File: config.mk
export PLATFORM = sky130hd
export DESIGN_NAME = spi_dac_multi
export DESIGN_NICKNAME = d
export VERILOG_FILES = /design/src/rtl/spi_dac_multi.sv
export SDC_FILE = /design/constraint.sdc
export NUM_CORES = 1
export LEC_CHECK = 0
export BUFFER_PORTS_ARGS = -buffer_cell sky130_fd_sc_hd__buf_2
export CAP_MARGIN = 40
export CORE_AREA = 3 3 83 53
export CTS_BUF_LIST = sky130_fd_sc_hd__clkbuf_4 sky130_fd_sc_hd__clkbuf_8
export CTS_CLUSTER_SIZE = 12
export DETAILED_ROUTE_END_ITERATION = 8
export DIE_AREA = 0 0 86 56
export GPL_ROUTABILITY_DRIVEN = 0
export HOLD_SLACK_MARGIN = 0.03
export PLACE_DENSITY = 0.85
export SYNTH_ARGS = -nofsm -noshare
export SYNTH_HDL_FRONTEND = slang
export SYNTH_SLANG_ARGS = --single-unit
File: constraint.sdc
create_clock -name CLOCK_50 -period 1.87 [get_ports CLOCK_50]
set_input_delay 0.2805 -clock CLOCK_50 [delete_from_list [all_inputs] [get_ports CLOCK_50]]
set_output_delay 0.2805 -clock CLOCK_50 [all_outputs]
set_load 0.02 [all_outputs]
File: src/rtl/spi_dac_multi.sv
// spi_dac_multi: sample-rate divider plus a multi-channel MCP49x1 SPI DAC driver with a common DAC_LD strobe
// Ports: CLOCK_50/RST_N clock and sync active-low reset; EN runs divider; DATA packed samples (ch k at [k*DATA_W +: DATA_W]);
//        CLR_OVR clears OVERRUN; DAC_SDI/DAC_SCK/DAC_CS/DAC_LD to the DACs; TICK sample strobe; BUSY frame active; OVERRUN sticky drop flag
module spi_dac_multi #(
  parameter int NCH    = 2,
  parameter int DATA_W = 10,
  parameter int DIV    = 5000,
  parameter bit BUF    = 1'b0,
  parameter bit GA_N   = 1'b1
) (
  input  logic                    CLOCK_50,
  input  logic                    RST_N,
  input  logic                    EN,
  input  logic [NCH*DATA_W-1:0]   DATA,
  input  logic                    CLR_OVR,
  output logic                    DAC_SDI,
  output logic [NCH-1:0]          DAC_CS,
  output logic                    DAC_SCK,
  output logic                    DAC_LD,
  output logic                    TICK,
  output logic                    BUSY,
  output logic                    OVERRUN
);
  localparam int DW = $clog2(DIV);
  localparam logic [2:0] S_IDLE = 3'd0, S_LOAD = 3'd1, S_SHIFT = 3'd2, S_GAP = 3'd3, S_LDAC = 3'd4;
  logic [DW-1:0]         r_div;
  logic                  r_tick;
  logic                  r_ovr;
  logic [2:0]            r_state;
  logic [4:0]            r_cnt;
  logic [1:0]            r_ch;
  logic [NCH*DATA_W-1:0] r_data;
  logic [DATA_W-1:0]     w_sample;
  logic [15:0]           w_word;
  logic                  w_shift;
  logic                  w_wrap;
  assign w_wrap   = r_div == DW'(DIV - 1);
  assign w_sample = DATA_W'(r_data >> (DATA_W * int'(r_ch)));
  assign w_word   = {1'b0, BUF, GA_N, 1'b1, 12'(w_sample) << (12 - DATA_W)};
  assign w_shift  = r_state == S_SHIFT;
  assign DAC_CS   = w_shift ? ~(NCH'(1) << r_ch) : '1;
  assign DAC_SCK  = w_shift & r_cnt[0];
  // bit index 15-p/2 is the inverse of p[4:1]; it only changes on even phases
  assign DAC_SDI  = w_shift & w_word[~r_cnt[4:1]];
  assign DAC_LD   = r_state != S_LDAC;
  assign TICK     = r_tick;
  assign BUSY     = r_state != S_IDLE;
  assign OVERRUN  = r_ovr;
  always_ff @(posedge CLOCK_50) begin
    if (!RST_N) begin
      r_div   <= '0;
      r_tick  <= 1'b0;
      r_ovr   <= 1'b0;
      r_state <= S_IDLE;
      r_cnt   <= '0;
      r_ch    <= '0;
      r_data  <= '0;
    end else begin
      r_div  <= (!EN || w_wrap) ? '0 : r_div + DW'(1);
      r_tick <= EN && w_wrap;
      // a new overrun beats a simultaneous clear
      r_ovr  <= (r_tick && r_state != S_IDLE) || (r_ovr && !CLR_OVR);
      case (r_state)
        S_IDLE: if (r_tick) r_state <= S_LOAD;
        S_LOAD: begin
          r_data  <= DATA;
          r_ch    <= '0;
          r_cnt   <= '0;
          r_state <= S_SHIFT;
        end
        S_SHIFT: begin
          r_cnt <= r_cnt + 5'd1;
          if (&r_cnt) r_state <= S_GAP;
        end
        S_GAP: begin
          r_cnt <= r_cnt[0] ? '0 : r_cnt + 5'd1;
          if (r_cnt[0]) begin
            r_state <= r_ch == 2'(NCH - 1) ? S_LDAC : S_SHIFT;
            r_ch    <= r_ch == 2'(NCH - 1) ? r_ch : r_ch + 2'd1;
          end
        end
        S_LDAC: begin
          r_cnt <= r_cnt[0] ? '0 : r_cnt + 5'd1;
          if (r_cnt[0]) r_state <= S_IDLE;
        end
        default: r_state <= S_IDLE;
      endcase
    end
  end
endmodule

# Yosys cells after proc, flatten, opt, wreduce, memory -nomap -nowiden
# Index checks and enable logic that the tools add are counted.
[classes] addsub=3 multipliers=1 n_lt_le_gt_ge=1 n_eq_ne=12 shifts=2 n_mux=14 n_bitwise=5 n_reduce_logical=16
[ops] op="$shr 20x6->10" n=1
[ops] op="$mux 3" n=5
[ops] op="$pmux 3 s5" n=1
[ops] op="$pmux 5 s3" n=1
[ops] op="$add 13x1->13 const B" n=1
[ops] op="$eq 13x13->1 const B" n=1
[ops] op="$ne 2x2->1 const B" n=4
[ops] op="$eq 3x2->1 const B" n=2
[ops] op="$mux 2" n=3
[ops] op="$reduce_bool 3->1" n=2
[ops] op="$add 5x1->5 const B" n=1
[ops] op="$lt 4x5->1 const B" n=1
[ops] op="$mul 3x2->5 const A" n=1
[ops] op="$mux 5" n=1
[ops] op="$reduce_and 5->1" n=1
[ops] op="$bmux 1 s4" n=1
[ops] op="$not 4->4" n=1
[ops] op="$pmux 2 s2" n=1
[ops] op="$reduce_and 4->1" n=1
[ops] op="$reduce_or 2->1" n=2
[ops] op="$eq 3x1->1 const B" n=1
[ops] op="$eq 3x3->1 const B" n=1
[ops] op="$logic_and 1x1->1" n=3
[ops] op="$logic_not 3->1" n=1
[ops] op="13 further kinds" n=16
[totals] reg_bits=45 in_bits=24

# Depth between registers and ports, before layout
[logic_depth] ltp_word=5 ltp_mapped=7 ltp_nobuf=6

# Worst setup path before layout
# Ideal clock, no wire load.
[synth_path] path_type="reg2out" startpoint="register r_ch[0]" endpoint="output port DAC_SDI" arrival_time_ns=1.749 required_ns=1.590 setup_slack_ns=-0.159 path_stages_with_launch=6 path_buffers=1 path_cell_list="dfxtp_1 > clkbuf_1 > inv_1 > o31ai_1 > a211oi_1 > nor4_1"
[synth_via] elab_chain_len=5
[synth_lines] item="from (decl)" line="31" rtl="logic [1:0] r_ch;"
[synth_lines] item="from (signal assigned)" line="79" rtl="r_ch <= r_ch == 2'(NCH - 1) ? r_ch : r_ch + 2'd1;"
[synth_lines] item="$mul 3x2->5" line="38" rtl="assign w_sample = DATA_W'(r_data >> (DATA_W * int'(r_ch)));"
[synth_lines] item="$shr 20x6->10" line="38"
[synth_lines] item="$bmux 1 s4" line="44" rtl="assign DAC_SDI = w_shift & w_word[~r_cnt[4:1]];"
[synth_lines] item="$mux 1 (implied by the code)" line="44"
[synth_lines] item="$and 1x1->1" line="44"
[synth_lines] item="to (decl)" line="16" rtl="output logic DAC_SDI,"
# No other way between the ends. The select of a mux whose other input is x is not followed.

# Worst setup path after layout
[layout_path] startpoint="register r_cnt[1]" endpoint="output port DAC_SDI"
[layout_via] elab_chain_len=4
[layout_lines] item="from (decl)" line="30" rtl="logic [4:0] r_cnt;"
[layout_lines] item="from (signal assigned)" line="72" rtl="r_cnt <= r_cnt + 5'd1;"
[layout_lines] item="from (signal assigned)" line="76" rtl="r_cnt <= r_cnt[0] ? '0 : r_cnt + 5'd1;"
[layout_lines] item="from (signal assigned)" line="83" rtl="r_cnt <= r_cnt[0] ? '0 : r_cnt + 5'd1;"
[layout_lines] item="$not 4->4" line="44"
[layout_lines] item="$bmux 1 s4" line="44"
[layout_lines] item="$mux 1 (implied by the code)" line="44"
[layout_lines] item="$and 1x1->1" line="44"
# No other way between the ends. The select of a mux whose other input is x is not followed.

==> qor.csv <==
stage,metric,value,unit
synthesis,most frequent cell after synthesis,nand2_1,
synthesis,synth cell count leaders,"nand2_1 (53), dfxtp_1 (45), a21oi_1 (27), nor2_1 (23), clkbuf_1 (14)",
synthesis,Syn Inst Count,268,
route,# DRC,0,
sta,period utilization,106,%
synthesis,"area leader, netlist",dfxtp_1,
synthesis,Post-synth EDFFs,0,
power,Pwr Density,678,nW/um^2
clock_network,total clock sinks,45,
grt,total gr overflow,0,
sta,Final Slew Violations,0,
grt,GRT Total Usage,21.3,%
grt,vias in the first global route,1689,
floorplanning,die area,4820,sq um
worst_hold_path,Min-Delay Endpoint,r_data[17]$_SDFFE_PN0N_,
setup_path,R2R Path End,r_cnt[4]$_SDFFE_PN0P_,
route,first-pass iteration count of the detailed router,4,
setup_path,Reg2Reg Launch Point,r_cnt[1]$_SDFFE_PN0P_,
clock_network,H-tree depth,2,
synthesis,syn nets,298,
worst_hold_path,worst hold stages,3,
power,maximum VDD drop,0.528,mV
layout,# nets final,330,
setup_path,worst path required time,1590,ps
synthesis,Synth top area share,41.5,%
floorplanning,Die Wd,86,um
sta,Max Fclk,0.507,GHz
worst_hold_path,min-delay src,DATA[17],
synthesis,ys async rst share,0,%
sta,Setup Viol. Count Final,1,
grt,global-route wire length before repair,8150,um
synthesis,Yosys cell types,43,
floorplanning,row cnt,17,
layout,# fillers,283,
clock_network,# hold bufs at CTS,0,
setup_path,worst-path fanout max,4,
sta,Final Hold Fails,0,
setup_path,R2R depth,7,
layout,antenna cell count,0,
grt,largest net degree at the start of global routing,23,
route,drt wl/cell,13.9,um
synthesis,sequential fraction of the synthesis area,41.5,%
route,detailed-route via count,1930,
flow_run,max_cap viols,0,
synthesis,synth top area cells,"dfxtp_1 (41%), nand2_1 (9.2%), a21oi_1 (6.2%), nor2_1 (4.0%), xnor2_1 (3.6%)",
floorplanning,Starting Density,59.0,%
worst_hold_path,worst hold path type,in2reg,
layout,Layout area overhead,18.7,%
clock_network,clock root buffer master,clkbuf_8,
floorplanning,Ports,32,
layout,share of layout cells above drive strength 1,21.3,%
clock_network,"Reg clk slew, reported paths",90,ps
synthesis,Synth Flop Type,dfxtp_1,
sta,total negative slack,-103,ps
floorplanning,Die Ht,56,um
sta,Tmin final,1970,ps
sta,Clock Skew,6.01,ps
synthesis,Yosys Warn Count,0,
clock_network,CTS tree,built,
grt,antenna violations before repair,0,
clock_network,Num CTS Buffers,5,
setup_path,r2r setup slk,20,ps
clock_network,post-CTS setup buffers,0,
synthesis,Avg Inst Size Synth,8.10,sq um
outcome,status,"complete, but fails checks",
clock_network,later-pin clock latency in the skew report,300,ps
placement,Post-DP HPWL,3500,um
route,antenna violation net count after detailed routing,0,
setup_path,Worst Setup Start Kind,flop,
route,initial DRC count,181,
synthesis,Seq cells post-synth,45,
sta,Worst-Margin Slew,458,ps
route,WL final,4850,um
placement,PortBufs,31,
clock_network,Clock Path Buffers,2,
floorplanning,core area,3680,sq um
route,drt via density,5.55,
setup_path,CP Capture Type,output pin,
sta,RSZ-0062 raised after global routing,yes,
power,Pleak,0.878,nW
setup_path,Crit Path Category,reg2out,
sta,setup ws final,-103,ps
synthesis,Post-Syn Area,2170,sq um
setup_path,CP Data Arrival Time,1690,ps
sta,slew margin rel.,69.4,%
outcome,failing checks,setup timing,
power,Pwr Total,1.75,mW
## critical path: stages, from the launching register on
cell	delay, ps
dfxtp_4	380
mux4_2	540
o311ai_4	230
nor4_2	80
buf_2	160
## cell type report
class,instances,area [sq um],area share [%]
Sequential cell,45,908,35.3
Inverter,10,37.5,1.46
Tap cell,47,58.8,2.28
Clock inverter,3,46.3,1.80
Timing Repair Buffer,43,245,9.52
Clock buffer,5,68.8,2.67
Multi-Input combinational cell,195,1210,47.0
## worst max-delay path by stage
stage	depth (start not counted)	from	endpoint
finish	4	r_cnt[1]$_SDFFE_PN0P_	DAC_SDI
global route	6	r_cnt[1]$_SDFFE_PN0P_	DAC_SDI
CTS	4	r_cnt[1]$_SDFFE_PN0P_	DAC_SDI
detailed placement	4	r_cnt[1]$_SDFFE_PN0P_	DAC_SDI
global placement	4	r_cnt[1]$_SDFFE_PN0P_	DAC_SDI
floorplan	5	r_ch[0]$_SDFFE_PN0P_	DAC_SDI
## layout by cell type, fill, tap and decap left out, drive strengths merged, types with 4 or more instances in the layout
cell / count
nand2: 53
dfxtp: 45
buf: 43
a21oi: 27
nor2: 23
inv: 10
nor3: 10
xnor2: 9
o21ai: 6
ha: 6
mux2i: 5
nand4: 5
clkbuf: 5
nand3: 5
and2: 4
## where the power goes
group | switching [mW] | total [mW] | internal (mW)
registers | 0.00133 | 0.958 | 0.956
logic | 0.0245 | 0.0462 | 0.0218
clock network | 0.344 | 0.744 | 0.400
## metal layers
metal | track usage [%] | part of all wire [%] | vias to the layer above
li1 | - | - | 983
met1 | 31.8 | 49 | 886
met2 | 30.5 | 44 | 54
met3 | 4.44 | 6.1 | 7
met4 | 6.09 | 1.3 | 0
met5 | 0 | 0 | -
## logic make-up after synthesis
logic type	share of synthesized area, %
buf+inv	5.24
mux	5.42
compound gates	14.6
xor+xnor	4.84
fa+ha+maj	3.46
flops	41.5
simple gates	25.0
## through the flow
stage	hold WS (ps)	instances	utilization, %	setup WS (ps)	instance area [sq um]
floorplan	394	268	-	40.3	2180
global placement	431	340	65.4	55.8	2400
detailed placement	440	340	65.4	9.56	2400
CTS	200	348	69.0	-117	2540
global route	213	348	70.0	-202	2580
finish	205	348	70.0	-103	2580
## repair_timing
item	in CTS	in global routing
setup endpoints to repair	2	12
gates resized for setup	6	7
pin swaps	3	2
## flip-flops by register name, indices dropped and copies added (netlist names)
name     count
r_cnt        5
r_div       13
r_data      20
r_state      3
TICK         1
OVERRUN      1
r_ch         2
(Power assumes the default switching activity.)
